## src/rtl/uart_tx_arbiter.sv

```systemverilog
`default_nettype none
// ============================================================================
// Module   : uart_tx_arbiter
// Purpose  : Round-robin arbiter sharing one UART transmitter between
//            NUM_REQ byte producers. Latches the granted byte, drives the
//            transmitter's level-held start/busy handshake, reports frame
//            completion to the owner and enforces an idle gap between frames.
// Ports    : clk, reset (async, active-low)
//            req_valid/req_data/req_ready/req_done  - requester side
//            tx_start/tx_data/tx_busy                - transmitter side
//            grant_id/active/tx_err                  - status
// Revision : 1.0 - initial release
// ============================================================================
module uart_tx_arbiter #(
    parameter int NUM_REQ       = 4,
    parameter int DATA_W        = 8,
    parameter int GAP_CYCLES    = 2,
    parameter int START_TIMEOUT = 16,
    localparam int GW           = (NUM_REQ > 1) ? $clog2(NUM_REQ) : 1
) (
    input  logic                        clk,
    input  logic                        reset,
    input  logic [NUM_REQ-1:0]          req_valid,
    input  logic [NUM_REQ*DATA_W-1:0]   req_data,
    output logic [NUM_REQ-1:0]          req_ready,
    output logic [NUM_REQ-1:0]          req_done,
    output logic                        tx_start,
    output logic [DATA_W-1:0]           tx_data,
    input  logic                        tx_busy,
    output logic [GW-1:0]               grant_id,
    output logic                        active,
    output logic                        tx_err
);

    localparam int TCW = $clog2(START_TIMEOUT);
    localparam int GCW = (GAP_CYCLES > 0) ? $clog2(GAP_CYCLES + 1) : 1;

    localparam logic [TCW-1:0] C_TO_LAST = TCW'(START_TIMEOUT - 1);
    localparam logic [GCW-1:0] C_GAP     = GCW'(GAP_CYCLES);
    localparam logic [GCW-1:0] C_GAP_ONE = GCW'(1);
    localparam logic [GW-1:0]  C_LAST_ID = GW'(NUM_REQ - 1);

    typedef enum logic [2:0] {
        S_IDLE    = 3'd0,
        S_START   = 3'd1,
        S_BUSY    = 3'd2,
        S_RELEASE = 3'd3,
        S_GAP     = 3'd4
    } state_t;

    state_t                 state_q;
    logic [GW-1:0]          rr_q;
    logic [GW-1:0]          grant_q;
    logic [DATA_W-1:0]      tx_data_q;
    logic                   tx_start_q;
    logic                   active_q;
    logic [NUM_REQ-1:0]     req_done_q;
    logic                   tx_err_q;
    logic [TCW-1:0]         to_cnt_q;
    logic [GCW-1:0]         gap_cnt_q;

    logic                   w_found;
    logic [GW-1:0]          w_sel;

    // Circular search for the first pending requester starting at rr_q.
    always_comb begin
        int idx;
        w_found = 1'b0;
        w_sel   = '0;
        for (int k = 0; k < NUM_REQ; k++) begin
            idx = int'(rr_q) + k;
            if (idx >= NUM_REQ) begin
                idx = idx - NUM_REQ;
            end
            if (!w_found && req_valid[idx]) begin
                w_found = 1'b1;
                w_sel   = GW'(idx);
            end
        end
    end

    // Accept strobe is only offered while idle; one-hot on the selected index.
    always_comb begin
        req_ready = '0;
        if (state_q == S_IDLE && w_found) begin
            req_ready[w_sel] = 1'b1;
        end
    end

    always_ff @(posedge clk or negedge reset) begin
        if (!reset) begin
            state_q    <= S_IDLE;
            rr_q       <= '0;
            grant_q    <= '0;
            tx_data_q  <= '0;
            tx_start_q <= 1'b0;
            active_q   <= 1'b0;
            req_done_q <= '0;
            tx_err_q   <= 1'b0;
            to_cnt_q   <= '0;
            gap_cnt_q  <= '0;
        end else begin
            req_done_q <= '0;
            tx_err_q   <= 1'b0;
            case (state_q)
                S_IDLE: begin
                    if (w_found) begin
                        tx_data_q  <= req_data[w_sel*DATA_W +: DATA_W];
                        grant_q    <= w_sel;
                        rr_q       <= (w_sel == C_LAST_ID) ? '0 : w_sel + 1'b1;
                        to_cnt_q   <= '0;
                        tx_start_q <= 1'b1;
                        active_q   <= 1'b1;
                        state_q    <= S_START;
                    end
                end
                S_START: begin
                    if (tx_busy) begin
                        state_q <= S_BUSY;
                    end else if (to_cnt_q == C_TO_LAST) begin
                        // Transmitter never acknowledged: abort without done.
                        tx_err_q   <= 1'b1;
                        tx_start_q <= 1'b0;
                        state_q    <= S_RELEASE;
                    end else begin
                        to_cnt_q <= to_cnt_q + 1'b1;
                    end
                end
                S_BUSY: begin
                    if (!tx_busy) begin
                        req_done_q[grant_q] <= 1'b1;
                        tx_start_q          <= 1'b0;
                        state_q             <= S_RELEASE;
                    end
                end
                S_RELEASE: begin
                    // One cycle with start low lets the transmitter return to idle.
                    active_q <= 1'b0;
                    if (GAP_CYCLES == 0) begin
                        state_q <= S_IDLE;
                    end else begin
                        gap_cnt_q <= C_GAP;
                        state_q   <= S_GAP;
                    end
                end
                S_GAP: begin
                    if (gap_cnt_q <= C_GAP_ONE) begin
                        state_q <= S_IDLE;
                    end else begin
                        gap_cnt_q <= gap_cnt_q - 1'b1;
                    end
                end
                default: begin
                    state_q    <= S_IDLE;
                    tx_start_q <= 1'b0;
                    active_q   <= 1'b0;
                end
            endcase
        end
    end

    assign tx_start = tx_start_q;
    assign tx_data  = tx_data_q;
    assign grant_id = grant_q;
    assign active   = active_q;
    assign req_done = req_done_q;
    assign tx_err   = tx_err_q;

endmodule
`default_nettype wire

```

## config.mk

```make
export PLATFORM = sky130hd
export DESIGN_NAME = uart_tx_arbiter
export DESIGN_NICKNAME = d
export VERILOG_FILES = /design/src/rtl/uart_tx_arbiter.sv
export SDC_FILE = /design/constraint.sdc
export NUM_CORES = 1
export LEC_CHECK = 0
export CAP_MARGIN = 20
export CELL_PAD_IN_SITES_DETAIL_PLACEMENT = 0
export CELL_PAD_IN_SITES_GLOBAL_PLACEMENT = 2
export CORE_ASPECT_RATIO = 0.8
export CORE_UTILIZATION = 27
export DETAILED_ROUTE_END_ITERATION = 6
export HOLD_SLACK_MARGIN = 0.1
export PLACE_DENSITY_LB_ADDON = 0.1
export REMOVE_ABC_BUFFERS = 1
export SLEW_MARGIN = 5
export SYNTH_ARGS = -nofsm -noshare
export SYNTH_HDL_FRONTEND = slang
export SYNTH_SLANG_ARGS = --single-unit
```

## constraint.sdc

```tcl
create_clock -name clk -period 2.05 [get_ports clk]
set_clock_uncertainty 0.1 [all_clocks]
set_input_delay 0.3075 -clock clk [delete_from_list [all_inputs] [get_ports clk]]
set_output_delay 0.3075 -clock clk [all_outputs]
set_load 0.02 [all_outputs]
```

==> out/qor.yml <==
fp-row-count: 25
yosysWarningCount: 0
crit_path_end: "req_ready[0]"
timing.final.ws_setup_ns: 0.09228
synth_area_leaders: "dfrtp_1 (40%), mux2i_1 (4.6%), a21o_1 (4.3%)"
hold_viol: 0
die_x_microns: 91.99
outcome: "complete, no violations"
synth_top_area_share_pct: 40.06
num_antenna_cells: 0
ff2ff_path_depth: 6
cts-buffers-inserted: 3
die_area_sq_mm: 0.006806
fin_setup_tns_ns: 0
synthesis.area_sq_mm: 0.001749
rrSetupSlack_ns: 0.23
rsz0062_at_grt: "yes"
power_frac_comb_pct: 59.6
drive_above_1_share_pct: 24.12
wl_per_cell_microns: 14.36
num_vias: 1643
cts_max_level: 1
syn_inst: 177
cts.sinks: 28
p_sw_share_pct: 41.58
io_pins: 60
grt_pass1_vias: 1595
core_area_sq_mm: 0.006068
area_growth_pct: 51.07
place_inst: 333
gp_congestion: 0.7512
ant_nets: 0
hpwlAfterDp_mm: 3.864
grt_pass1_wl_mm: 7.831
critical_path_class: "reg -> out"
r2r-end: "tx_data[0]$_DFFE_PN0P_"
drc: 0
power_frac_clock_pct: 12.9
critPathRequiredTime_ns: 1.64
p_leak_nw: 1.165
nFillCells: 600
layoutNonFillerInstCount: 338
grt_use_total_pct: 14.61
antenna_found_initial: 0
initial_core_util_pct: 28.82
end_kind: "primary output"
holdWs_ns: 0.2974
peakVddDrop_v: 0.0004476
seq_area_frac_synth_pct: 40.06
drv_cap: 0
drv_slew: 0
post_synth_num_cell_types: 46
period_needed_ns: 1.958
grt_start_max_net_pins: 29
vias_per_cell: 4.861
r2r-start: "rr_q[1]$_DFFE_PN0P_"
die_h_microns: 73.99
finalPower_mw: 3.417
cts_root_buf: "clkbuf_8"
start_kind: "register"
ys_ff_latch: 28
ys.flop_type: "dfrtp_1"
p_sw_mw: 1.421
final_nets: 299
dp_slack_ns: -0.5514
final_area_sq_mm: 0.002643
dpl_cell_area_sq_mm: 0.002549
finalWirelength_mm: 4.853
setup-violations-final: 0
fin_util_pct: 43.55
tritoncts: "done"
yosysTopAreaCell: "dfrtp_1"
port_buffers: 59
first_iter_violations: 79
drtPass1Iterations: 4
cts_max_path_buffers: 2
grt.overflow.total: 0
p_per_area_mw_per_mm2: 1293
clkLatencyLatePin_ns: 0.28
ys_async_sr_fraction_pct: 100.0
p_int_mw: 1.996
slew_headroom_pct: 70.03
worstMarginPinSlew_ns: 0.4461
period_share_pct: 95.50
synth-edff-count: 0
path_max_fanout: 7
startpoint: "rr_q[1]$_DFFE_PN0P_"
arrival_ns: 1.55
path_clk_slew_ns: 0.10
fmax_mhz: 510.8
hp-class: "in -> async"
synth_area_per_cell_sq_um: 9.882
pwr-share-seq_pct: 27.4
==> sequential cells by signal, summed over array words and instances, names as in the netlist <==
name / count
tx_data: 8
req_done: 4
to_cnt_q: 4
state_q: 3
gap_cnt_q: 2
grant_id: 2
rr_q: 2
active: 1
tx_err: 1
tx_start: 1
==> cell usage in the layout (no fill, tap or decap), drive strengths merged, types with 2 or more instances in the layout <==
cell	Yosys	layout
nor4	2	2
buf	7	31
or4	2	2
nand4	8	8
o31ai	8	8
mux2i	8	8
clkbuf	3	3
dfrtp	28	28
o22ai	2	2
and3	3	3
nand3	3	3
nand2	22	22
nand3b	2	2
nor2	19	19
o21a	2	2
dlygate4sd2	0	4
ha	2	2
o211ai	8	8
xor2	2	2
a21oi	5	5
nor3b	2	2
clkdlybuf4s50	0	51
nand2b	5	5
nor3	3	3
o22a	2	2
o21ai	8	8
inv	2	2
nor4b	2	2
a21o	10	10
nor2b	2	2
==> per-layer routing <==
| metal | part of all wire [%] | track usage [%] |
|---|---|---|
| met3 | 6.1 | 3.374 |
| met4 | 0.37 | 2.083 |
| met5 | 0 | 0 |
| met1 | 46 | 19.56 |
| met2 | 47 | 24.96 |
==> worst max-delay path, cell delays in order, from the launching register on <==
cell and delay (ns):
dfrtp_2 0.46, nor2b_2 0.19, o21a_1 0.23, nor3_4 0.17, nor2_1 0.07, buf_4 0.16
==> cells in the mapped netlist (all sizes together), types with 5 or more instances <==
cell and count:
nand2b 5, mux2i 8, nand2 22, o31ai 8, dfrtp 28, a21o 10
a21oi 5, buf 7, o211ai 8, nand4 8, nor2 19, o21ai 8
==> cells by family (layout without fill, tap and decap cells) <==
logic type	after synthesis	in the layout	synth area share, %
AO/OA/AOI/OAI	47	47	21.60
XOR/XNOR	3	3	1.502
adder cells (fa/ha/maj)	2	2	1.430
buffers and inverters	12	92	5.436
flip-flops	28	28	40.06
multiplexers	8	8	4.578
AND/OR/NAND/NOR	77	77	25.39
==> power groups by stage <==
stage | clock network [mW] | logic, mW | registers (mW)
floorplan | 0 | 0.965 | 1.12
finish | 0.442 | 2.04 | 0.938
detailed placement | 0 | 2.03 | 0.948
CTS | 0.456 | 2.05 | 0.941
global placement | 0 | 1.99 | 0.944
global route | 0.483 | 2.23 | 0.969
==> layout make-up <==
type | count | area [sq um] | area share (%)
Multi-Input combinational cell | 137 | 982.2 | 37.17
Clock inverter | 1 | 30.03 | 1.136
Timing Repair Buffer | 86 | 778.2 | 29.45
Tap cell | 81 | 101.3 | 3.835
Sequential cell | 28 | 701.9 | 26.56
Clock buffer | 3 | 41.29 | 1.563
Inverter | 2 | 7.507 | 0.2841
==> worst min path at each step <==
stage / cells after the start / to / slack [ns]
3_5_place_dp: 2 / tx_start$_DFFE_PN0P_ / 0.37
5_1_grt: 2 / req_done[2]$_DFF_PN0_ / 0.33
4_1_cts: 2 / req_done[0]$_DFF_PN0_ / 0.31
3_3_place_gp: 2 / tx_start$_DFFE_PN0P_ / 0.36
6_report: 2 / req_done[0]$_DFF_PN0_ / 0.30
2_1_floorplan: 0 / active$_DFFE_PN0P_ / -0.09
==> what timing repair did <==
item / CTS / global route
pin swaps: 0 / 3
hold buffers: 0 / 0
endpoints found under the setup margin: 4 / 4
setup buffers: 1 / 0
resized for setup: 25 / 7
No activity file was read; power rests on OpenSTA's default activity.
